--- src/rtl/tomasulo_pkg.sv ---
// Shared types and helpers for the Tomasulo completion path.
// Holds the default tag width, FP word width, the CDB entry layout and the zero test.
package tomasulo_pkg;

  localparam int TAG_W_DEF = 4;
  localparam int FP_W      = 32;

  typedef struct packed {
    logic [TAG_W_DEF-1:0] tag;
    logic [FP_W-1:0]      data;
  } cdb_entry_t;

  // Exponent field of zero is treated as zero; denormals are flushed.
  function automatic logic exp_is_zero(input logic [FP_W-1:0] v);
    return v[30:23] == 8'd0;
  endfunction

endpackage

--- src/rtl/fu_result_fifo.sv ---
// Synchronous result FIFO for completed FU ops awaiting the CDB.
// Only pointers and occupancy are reset; storage holds whatever was last written.
module fu_result_fifo
  import tomasulo_pkg::*;
#(
  parameter int  DEPTH   = 4,
  parameter type entry_t = cdb_entry_t,
  localparam int AW      = $clog2(DEPTH)
) (
  input  logic          clk,
  input  logic          rst,
  input  logic          push,
  input  entry_t        din,
  input  logic          pop,
  output entry_t        head,
  output logic          full,
  output logic          empty,
  output logic [AW:0]   count
);

  entry_t        mem [DEPTH];
  logic [AW-1:0] wr_ptr;
  logic [AW-1:0] rd_ptr;
  logic          do_push;
  logic          do_pop;

  assign empty   = (count == '0);
  assign full    = (count == (AW+1)'(DEPTH));
  assign do_pop  = pop && !empty;
  // A pop in the same cycle frees the slot, so a full FIFO can still take a push.
  assign do_push = push && (!full || do_pop);
  assign head    = mem[rd_ptr];

  always_ff @(posedge clk) begin
    if (do_push) mem[wr_ptr] <= din;
  end

  always_ff @(posedge clk) begin
    if (rst) begin
      wr_ptr <= '0;
      rd_ptr <= '0;
      count  <= '0;
    end else begin
      if (do_push) wr_ptr <= wr_ptr + 1'b1;
      if (do_pop)  rd_ptr <= rd_ptr + 1'b1;
      case ({do_push, do_pop})
        2'b10:   count <= count + 1'b1;
        2'b01:   count <= count - 1'b1;
        default: count <= count;
      endcase
    end
  end

endmodule

--- src/rtl/fpadd_cdb_stage.sv ---
// Completion stage behind the FP magnitude adder: aligns tag/sign with the adder
// result, substitutes zero-operand results, buffers and broadcasts on the CDB.
module fpadd_cdb_stage
  import tomasulo_pkg::*;
#(
  parameter int TAG_W   = TAG_W_DEF,
  parameter int DEPTH   = 4,
  parameter int ADD_LAT = 1
) (
  input  logic             clk,
  input  logic             rst,
  input  logic             fu_valid,
  output logic             fu_ready,
  input  logic [TAG_W-1:0] fu_tag,
  input  logic [31:0]      fu_a,
  input  logic [31:0]      fu_b,
  output logic [30:0]      add_in1,
  output logic [30:0]      add_in2,
  input  logic [30:0]      add_result,
  output logic             cdb_req,
  input  logic             cdb_grant,
  output logic [TAG_W-1:0] cdb_tag,
  output logic [31:0]      cdb_data
);

  localparam int AW = $clog2(DEPTH);
  localparam logic [AW+1:0] DEPTH_W = (AW+2)'(DEPTH);

  typedef struct packed {
    logic [TAG_W-1:0] tag;
    logic [FP_W-1:0]  data;
  } entry_t;

  logic            issue_p0;
  logic            a_zero_p0;
  logic            b_zero_p0;
  logic            byp_p0;
  logic [FP_W-1:0] bval_p0;

  logic             vld_p  [1:ADD_LAT];
  logic [TAG_W-1:0] tag_p  [1:ADD_LAT];
  logic             sign_p [1:ADD_LAT];
  logic             byp_p  [1:ADD_LAT];
  logic [FP_W-1:0]  bval_p [1:ADD_LAT];

  logic [AW:0]   inflight;
  logic [AW:0]   occ;
  logic [AW+1:0] used;
  logic          full;
  logic          empty;
  entry_t        push_entry;
  entry_t        head_entry;

  assign add_in1 = fu_a[30:0];
  assign add_in2 = fu_b[30:0];

  // Stage p0: issue handshake and zero-bypass decision.
  always_comb begin
    issue_p0  = fu_valid && fu_ready;
    a_zero_p0 = exp_is_zero(fu_a);
    b_zero_p0 = exp_is_zero(fu_b);
    byp_p0    = a_zero_p0 || b_zero_p0;
    if (a_zero_p0 && b_zero_p0) bval_p0 = {fu_a[31], 31'b0};
    else if (a_zero_p0)         bval_p0 = fu_b;
    else                        bval_p0 = fu_a;
  end

  // Stages p1..pADD_LAT: track each op alongside the adder's internal pipe.
  always_ff @(posedge clk) begin
    if (rst) begin
      for (int i = 1; i <= ADD_LAT; i++) vld_p[i] <= 1'b0;
    end else begin
      vld_p[1] <= issue_p0;
      for (int i = 2; i <= ADD_LAT; i++) vld_p[i] <= vld_p[i-1];
    end
  end

  always_ff @(posedge clk) begin
    tag_p[1]  <= fu_tag;
    sign_p[1] <= fu_a[31];
    byp_p[1]  <= byp_p0;
    bval_p[1] <= bval_p0;
    for (int i = 2; i <= ADD_LAT; i++) begin
      tag_p[i]  <= tag_p[i-1];
      sign_p[i] <= sign_p[i-1];
      byp_p[i]  <= byp_p[i-1];
      bval_p[i] <= bval_p[i-1];
    end
  end

  // Final stage: adder result lands and is merged with the op's sign.
  always_comb begin
    push_entry.tag  = tag_p[ADD_LAT];
    push_entry.data = byp_p[ADD_LAT] ? bval_p[ADD_LAT] : {sign_p[ADD_LAT], add_result};
  end

  always_comb begin
    inflight = '0;
    for (int i = 1; i <= ADD_LAT; i++) inflight = inflight + (AW+1)'(vld_p[i]);
  end

  // Credits cover ops still inside the adder so a landing result always has a slot.
  assign used     = {1'b0, occ} + {1'b0, inflight};
  assign fu_ready = !rst && !full && (used < DEPTH_W);

  fu_result_fifo #(
    .DEPTH   (DEPTH),
    .entry_t (entry_t)
  ) u_fifo (
    .clk   (clk),
    .rst   (rst),
    .push  (vld_p[ADD_LAT]),
    .din   (push_entry),
    .pop   (cdb_grant),
    .head  (head_entry),
    .full  (full),
    .empty (empty),
    .count (occ)
  );

  assign cdb_req  = !empty;
  assign cdb_tag  = empty ? '0 : head_entry.tag;
  assign cdb_data = empty ? '0 : head_entry.data;

endmodule

--- config.mk ---
export PLATFORM = sky130hd
export DESIGN_NAME = fpadd_cdb_stage
export DESIGN_NICKNAME = d
export VERILOG_FILES = /design/src/rtl/tomasulo_pkg.sv /design/src/rtl/fu_result_fifo.sv /design/src/rtl/fpadd_cdb_stage.sv
export SDC_FILE = /design/constraint.sdc
export NUM_CORES = 1
export LEC_CHECK = 0
export CAP_MARGIN = 20
export CORE_ASPECT_RATIO = 1.4
export CORE_UTILIZATION = 52
export CTS_CLUSTER_SIZE = 40
export DETAILED_ROUTE_END_ITERATION = 12
export PLACE_DENSITY = 0.84
export SYNTH_ARGS = -nofsm -noshare
export SYNTH_HDL_FRONTEND = slang
export SYNTH_HIERARCHICAL = 1
export SYNTH_SLANG_ARGS = --single-unit
--- constraint.sdc ---
create_clock -name clk -period 3.8 [get_ports clk]
set_input_delay 0.57 -clock clk [delete_from_list [all_inputs] [get_ports clk]]
set_output_delay 0.57 -clock clk [all_outputs]
set_load 0.05 [all_outputs]
[Yosys cells after proc, flatten, opt, wreduce, memory -nomap -nowiden]
Memory sizes are Yosys's and may differ from the RTL's. A register that Yosys moved wholly into a read port is not among the register bits.
Cells that the tools add are included.
Word-level totals
  register bits: 7
  RAM bits: 183
  input bits: 103
  output and inout bits: 100
  logic and storage cells: 48
  memories kept: 6
Memories
  u_fifo.mem: words 4, bits a word 36, read ports 1, clocked after Yosys merged registers in 1, write ports 1, RTL line fu_result_fifo.sv:21  | entry_t mem [DEPTH];
  bval_p: words 1, bits a word 32, read ports 1, clocked after Yosys merged registers in 0, write ports 1, RTL line fpadd_cdb_stage.sv:44  | logic [FP_W-1:0] bval_p [1:ADD_LAT];
  tag_p: words 1, bits a word 4, read ports 1, clocked after Yosys merged registers in 0, write ports 1, RTL line fpadd_cdb_stage.sv:41  | logic [TAG_W-1:0] tag_p [1:ADD_LAT];
  byp_p: words 1, bits a word 1, read ports 1, clocked after Yosys merged registers in 0, write ports 1, RTL line fpadd_cdb_stage.sv:43  | logic byp_p [1:ADD_LAT];
  sign_p: words 1, bits a word 1, read ports 1, clocked after Yosys merged registers in 0, write ports 1, RTL line fpadd_cdb_stage.sv:42  | logic sign_p [1:ADD_LAT];
  vld_p: words 1, bits a word 1, read ports 1, clocked after Yosys merged registers in 0, write ports 1, RTL line fpadd_cdb_stage.sv:40  | logic vld_p [1:ADD_LAT];
Cells by class
  add/subtract/negate cells: 5
  $lt $le $gt $ge: 1
  eq/ne operators: 3
  muxes and demuxes: 14
  bitwise gates (word level): 1
  reductions and logical operators: 15
Operators with widths (count)
  $mux 32: 4
  $logic_not 8->1: 2
  $logic_and 1x1->1: 6
  $mux 1: 6
  $pmux 3 s2: 1
  $add 2x1->2 const B: 2
  $add 3x1->4: 1
  $lt 4x3->1 const B: 1
  $mux 2: 2
  $mux 4: 1
  $add 3x1->3 const B: 1
  $eq 3x3->1 const B: 1
  $logic_not 1->1: 3
  $logic_not 3->1: 1
  $sub 3x1->3 const B: 1
  $eq 2x1->1 const B: 1
  $eq 2x2->1 const B: 1
  $logic_or 1x1->1: 2
  $reduce_bool 2->1: 1
  $or 1x1->1: 1

[Longest topological paths before layout]
Gate-level depths: netlist (run 1).
  depth in word-level cells: 7
  depth in mapped cells: 7
  depth with buffers taken out: 6

[Hierarchy]
The synthesis (run 1) kept the hierarchy.
Modules (own cells, without submodules)
  fu_result_fifo: instances 1, cells each 247, area an instance 5718.0 µm², sequential area each 4504.3 µm²
  fpadd_cdb_stage: instances 1, cells each 226, area an instance 2269.7 µm², sequential area each 780.7 µm²

[Least setup slack after synthesis (run 1)]
OpenSTA, ideal clock, no wires.
  path kind: input to output
  start point: in rst
  end point: out fu_ready
  arrival: 2167 ps
  data required time: 3230 ps
  path slack: 1063 ps
  cell stages on the path: 1
  buffers on the path: 0
  path through: nor4_1
On the way
  cells in the longest elaborated chain, start to end: 3
RTL lines
  start, declared: RTL line fpadd_cdb_stage.sv:11  | input logic rst,
  $logic_not 1->1: RTL line fpadd_cdb_stage.sv:104  | assign fu_ready = !rst && !full && (used < DEPTH_W);
  $logic_and 1x1->1 (2 in a row): RTL line fpadd_cdb_stage.sv:104
  end, declared: RTL line fpadd_cdb_stage.sv:13  | output logic fu_ready,
Every way passes these cells.

==> run metrics, run 1 <==
global-route wire length before repair 25.6 mm; clock share of power 30.8%; Hold-fix buffers, CTS 0; period utilization 84.1%; Setup Skew 15.0 ps; via count 4469; CTS Sinks 192; Slew headroom 33.4%; Syn-to-layout area delta 29.9%; First-pass DRT Iterations 6; Critical Path Max Stage Delay 720 ps; root buf cell clkbuf_16; Filler Cells Inserted 1012; GPL Wtd Cong 0.764; Syn Std Cell Area 7990 um^2; CTS tree built; cell area after layout 10400 um^2; # resized after CTS 0; CP Max Fanout 19; largest cells by area after synthesis edfxtp_1, dfxtp_1, mux4_2, buf_4, mux2_2; Pleak 0.00351 uW; clk slew on worst S/H paths 70 ps; most common cell in the netlist edfxtp_1; count of cell types in the netlist 38; DR WL/cell 20.3 um; die area 15900 um^2; maximum clock frequency 0.313 GHz; worst r2r src u_fifo/count[0]; Yosys reg bits 192; initial antenna violation count 0; ys async rst share 0%; worst flop-to-flop path endpoint u_fifo/mem[3][24]; clock tree buffer depth 2; GR Overflow Total 0; largest net degree at the start of global routing 38; Mapped Avg Cell Area 16.9 um^2; worst vdd ir 0.471 mV; final hold violation count 0; setup TNS 0 ps; Die Ht 149 um; Slew @ Worst Pin 999 ps; syn nets 581; sequential area share after synthesis 66.2%; crit path capture type primary output; R2R setup slack 1630 ps; Multi-input gate area 2090 um^2; switching share of power 31.7%; drt drc 0; Starting Density 53.3%; Max Cap Viol 0; Core Area 15000 um^2; routed wire length 16.7 mm; GRT Util Overall 22.0%; Int Pwr 4130 uW; data required time of the worst path 3230 ps; Min-Delay Endpoint u_fifo/mem[3][34]; Post-DP HPWL 11.4 mm; unrepaired setup endpoints after global routing no; Area after DPL 9750 um^2; Final ANT Viol Nets 0; CP startpoint kind flop; Crit-path slowest cell clkdlybuf4s50_1; layout cells sized above 1 19.8%; Buffers & Inverters on Critical Path 2; total power 6050 uW; setup violators final 0; die width 107 um; YS warnings 6; Vias/cell 5.42; Synth area leader edfxtp_1; CP Class reg2out; sw power 1920 uW; row count 53; Main synth FF type edfxtp_1; Post-synth top cells edfxtp_1, buf_4, dfxtp_1; H-tree levels 4; r2r worst-path depth 4; power per cell area 583 nW/um^2; IO Port Bufs 202; Logic pwr share 28.9%; hold path depth 0; via count of the first global-routing pass 4854; Post-synth EDFFs 144; part of the power in registers 40.4%; TritonCTS Buffers 17; Reg area 5290 um^2; status complete, no violations; hold crit path type reg2reg; clk_lat worst skew 430 ps; Ports 203; # nets final 727; max-slew violations 0; Worst Path Arrival 2630 ps; Setup Buffers After CTS 0; share of the synthesized area in the top cell type 54.1%; cells along the critical path buf_4, mux4_2, nor2b_1, clkdlybuf4s50_1; CP top delay family buffers and inverters; # diodes 0; HP Start tag_p[1][2]; Tmin final 3200 ps; Iteration-0 DRC Markers 233; Synth Instances 473
-- metal layers --
metal	global-route usage [%]	vias up	part of all wire, %
met5	0	-	0
met4	8.56	0	2.3
met3	4.69	26	4.7
met2	41.3	152	57
met1	23.8	2263	36
li1	-	2028	-
-- layout make-up --
class,instances,area share [%]
multi-input combinational,190,20.1
inverter,6,0.217
sequential,192,51.0
tap,192,2.32
timing repair buffer,212,20.3
clock inverter,15,1.92
clock buffer,17,4.10
-- kinds of logic (layout without fill, tap and decap cells) --
group | after synthesis | after routing | synth area share [%]
flops | 192 | 192 | 66.2
buf+inv | 91 | 250 | 7.79
mux | 71 | 71 | 15.1
simple gates | 71 | 71 | 5.36
compound gates | 38 | 38 | 4.20
fa+ha+maj | 5 | 5 | 0.877
xor+xnor | 5 | 5 | 0.548
-- worst max-delay path by stage --
stage	from	end	slack, ps	depth (start not counted)
detailed placement	rst	fu_ready	850	3
global route	flop	cdb_data[31]	500	4
CTS	flop	cdb_data[9]	560	4
global placement	rst	fu_ready	860	3
floorplan	rst	fu_ready	1060	1
finish	flop	cdb_data[31]	600	4
-- cell usage in the layout, fill, tap and decap left out, drive strengths merged, types with 10 or more instances in the layout --
| cell | count |
|---|---|
| clkbuf | 17 |
| buf | 10 |
| a22o | 23 |
| mux4 | 36 |
| nor2 | 11 |
| nor2b | 37 |
| clkdlybuf4s50 | 202 |
| mux2 | 34 |
| inv | 12 |
| dfxtp | 48 |
| edfxtp | 144 |
-- flip-flops by register name, indices dropped and copies added (netlist names), named ones only --
register	flops
u_fifo/count	3
vld_p	1
sign_p	1
u_fifo/rd_ptr	2
bval_p	32
u_fifo/mem	144
tag_p	4
byp_p	1
u_fifo/wr_ptr	2
-- stage by stage --
| step | hold slack (ps) | util, % | setup slack (ps) | cells |
|---|---|---|---|---|
| 2_1_floorplan | 438 | - | 1060 | 473 |
| 3_3_place_gp | 445 | 65.1 | 865 | 792 |
| 3_5_place_dp | 471 | 65.1 | 850 | 792 |
| 4_1_cts | 487 | 69.2 | 557 | 824 |
| 5_1_grt | 511 | 69.2 | 498 | 824 |
| 6_report | 481 | 69.2 | 604 | 824 |
-- power groups by stage --
stage / clock network, uW / logic, uW / registers, uW
6_report: 1860 / 1750 / 2440
5_1_grt: 1960 / 1830 / 2450
4_1_cts: 1880 / 1770 / 2440
3_5_place_dp: 0 / 1760 / 2490
3_3_place_gp: 0 / 1740 / 2480
2_1_floorplan: 0 / 1220 / 2460
(Power assumes the default switching activity.)
==> run 2, diff against run 1 <==
--- a/config.mk
+++ b/config.mk
@@ -7,10 +7,10 @@
 export LEC_CHECK = 0
 export CAP_MARGIN = 20
 export CORE_ASPECT_RATIO = 1.4
-export CORE_UTILIZATION = 52
+export CORE_UTILIZATION = 49
 export CTS_CLUSTER_SIZE = 40
 export DETAILED_ROUTE_END_ITERATION = 12
-export PLACE_DENSITY = 0.84
+export PLACE_DENSITY = 0.8
 export SYNTH_ARGS = -nofsm -noshare
 export SYNTH_HDL_FRONTEND = slang
 export SYNTH_HIERARCHICAL = 1
==> constraint.sdc (replaced) <==
create_clock -name clk -period 3.1 [get_ports clk]
set_input_delay 0.465 -clock clk [delete_from_list [all_inputs] [get_ports clk]]
set_output_delay 0.465 -clock clk [all_outputs]
set_load 0.05 [all_outputs]
==> run metrics, run 2 (same netlist as run 1, synthesis figures left out) <==
status complete, no violations; Ports 203; Iteration-0 DRC Markers 215; Max Cap Viol 0; Slew headroom 36.1%; die area 16800 um^2; Tmin final 2960 ps; drt drc 0; clk slew on worst S/H paths 60 ps; Setup Skew 7.95 ps; via count 4458; initial antenna violation count 0; global-route wire length before repair 25.8 mm; pre-CTS setup slack 394 ps; Hold-fix buffers, CTS 0; hold crit path type in2reg; CTS tree built; Final Util 65.6%; GPL Wtd Cong 0.751; DR WL/cell 20.1 um; Syn-to-layout area delta 29.4%; data required time of the worst path 2630 ps; Post-DP HPWL 11.8 mm; Worst Path Arrival 2490 ps; H-tree levels 4; max reg flops 144; GR Overflow Total 0; largest net degree at the start of global routing 37; Final WS setup 145 ps; Pleak 0.00351 uW; GRT Util Overall 21.3%; unrepaired setup endpoints after global routing no; final hold violation count 0; IO Port Bufs 202; Most flops, register u_fifo/mem; crit path capture type primary output; setup violators final 0; Filler Cells Inserted 1082; Vias/cell 5.36; layout cells sized above 1 20.3%; period utilization 95.3%; # diodes 0; CP Max Fanout 15; leading cell types in the layout, fill and taps excluded clkdlybuf4s50_1, edfxtp_1, dfxtp_1, nor2b_1, mux4_2; commonest non-fill, non-tap cell in the layout clkdlybuf4s50_1; clk_lat worst skew 420 ps; Starting Density 50.7%; Slew @ Worst Pin 959 ps; # nets final 732; setup TNS 0 ps; Top Registers u_fifo/mem: 144 flops, bval_p: 32 flops, tag_p: 4 flops; clock tree buffer depth 2; Final ANT Viol Nets 0; via count of the first global-routing pass 4823; CTS Sinks 192; First-pass DRT Iterations 4; max-slew violations 0; maximum clock frequency 0.338 GHz; power per cell area 681 nW/um^2; CP Class reg2out; row count 54; root buf cell clkbuf_16; Die Ht 153 um; # resized after CTS 0; Core Area 15700 um^2; routed wire length 16.8 mm; TritonCTS Buffers 17; worst vdd ir 0.700 mV; die width 110 um; Setup Buffers After CTS 0; CP startpoint kind flop
## run 2: cell types whose count changed in the layout (fill, tap and decap cells not counted), sizes merged
cell	delta
buf	+12
clkdlybuf4s50	-7
inv	-6
clkbuf	+5
clkinv	+4
bufinv	-3
clkinvlp	-1
## run 2: critical path, cell delays in order (launching register included)
cell,delay [ps]
dfxtp_2,500
buf_4,330
mux4_2,230
nor2b_1,170
clkdlybuf4s50_1,830
## run 2: power by group
group,total [uW],internal (uW),switching [uW]
logic,2160,857,1300
clock network,1880,1040,838
registers,2990,2920,69.4
total,7040,4830,2210
## run 2: final timing paths
path | from | to | slack, ps | depth (start not counted)
setup / recovery | flop | cdb_data[6] | 140 | 4
hold reg to reg | tag_p[1][1] | u_fifo/mem[3][33] | 490 | 0
setup reg to reg | u_fifo/count[0] | u_fifo/count[2] | 960 | 6
hold / removal | fu_tag[1] | tag_p[1][1] | 480 | 1
## run 2: stage by stage
step | std cells | hold WS, ps | instance area, um^2 | total power, uW
floorplan | 473 | 438 | 7990 | 4510
global placement | 801 | 457 | 9830 | 5200
detailed placement | 801 | 481 | 9830 | 5230
CTS | 832 | 466 | 10300 | 7110
global route | 832 | 471 | 10300 | 7300
finish | 832 | 485 | 10300 | 7040
## run 2: routing by layer
layer	GRT usage, %	up-vias	part of all wire [%]
li1	-	2040	-
met3	4.65	38	5.2
met1	23.9	2209	37
met5	0	-	0
met2	37.0	171	54
met4	11.5	0	3.9
## run 2: final cells by class
| type | count | area, um^2 | share of cell area, % |
|---|---|---|---|
| multi-input combinational | 190 | 2090 | 20.2 |
| clock inverter | 9 | 42.5 | 0.412 |
| timing repair buffer | 217 | 2180 | 21.1 |
| inverter | 6 | 22.5 | 0.218 |
| sequential | 192 | 5290 | 51.2 |
| tap | 196 | 245 | 2.37 |
| clock buffer | 22 | 464 | 4.49 |
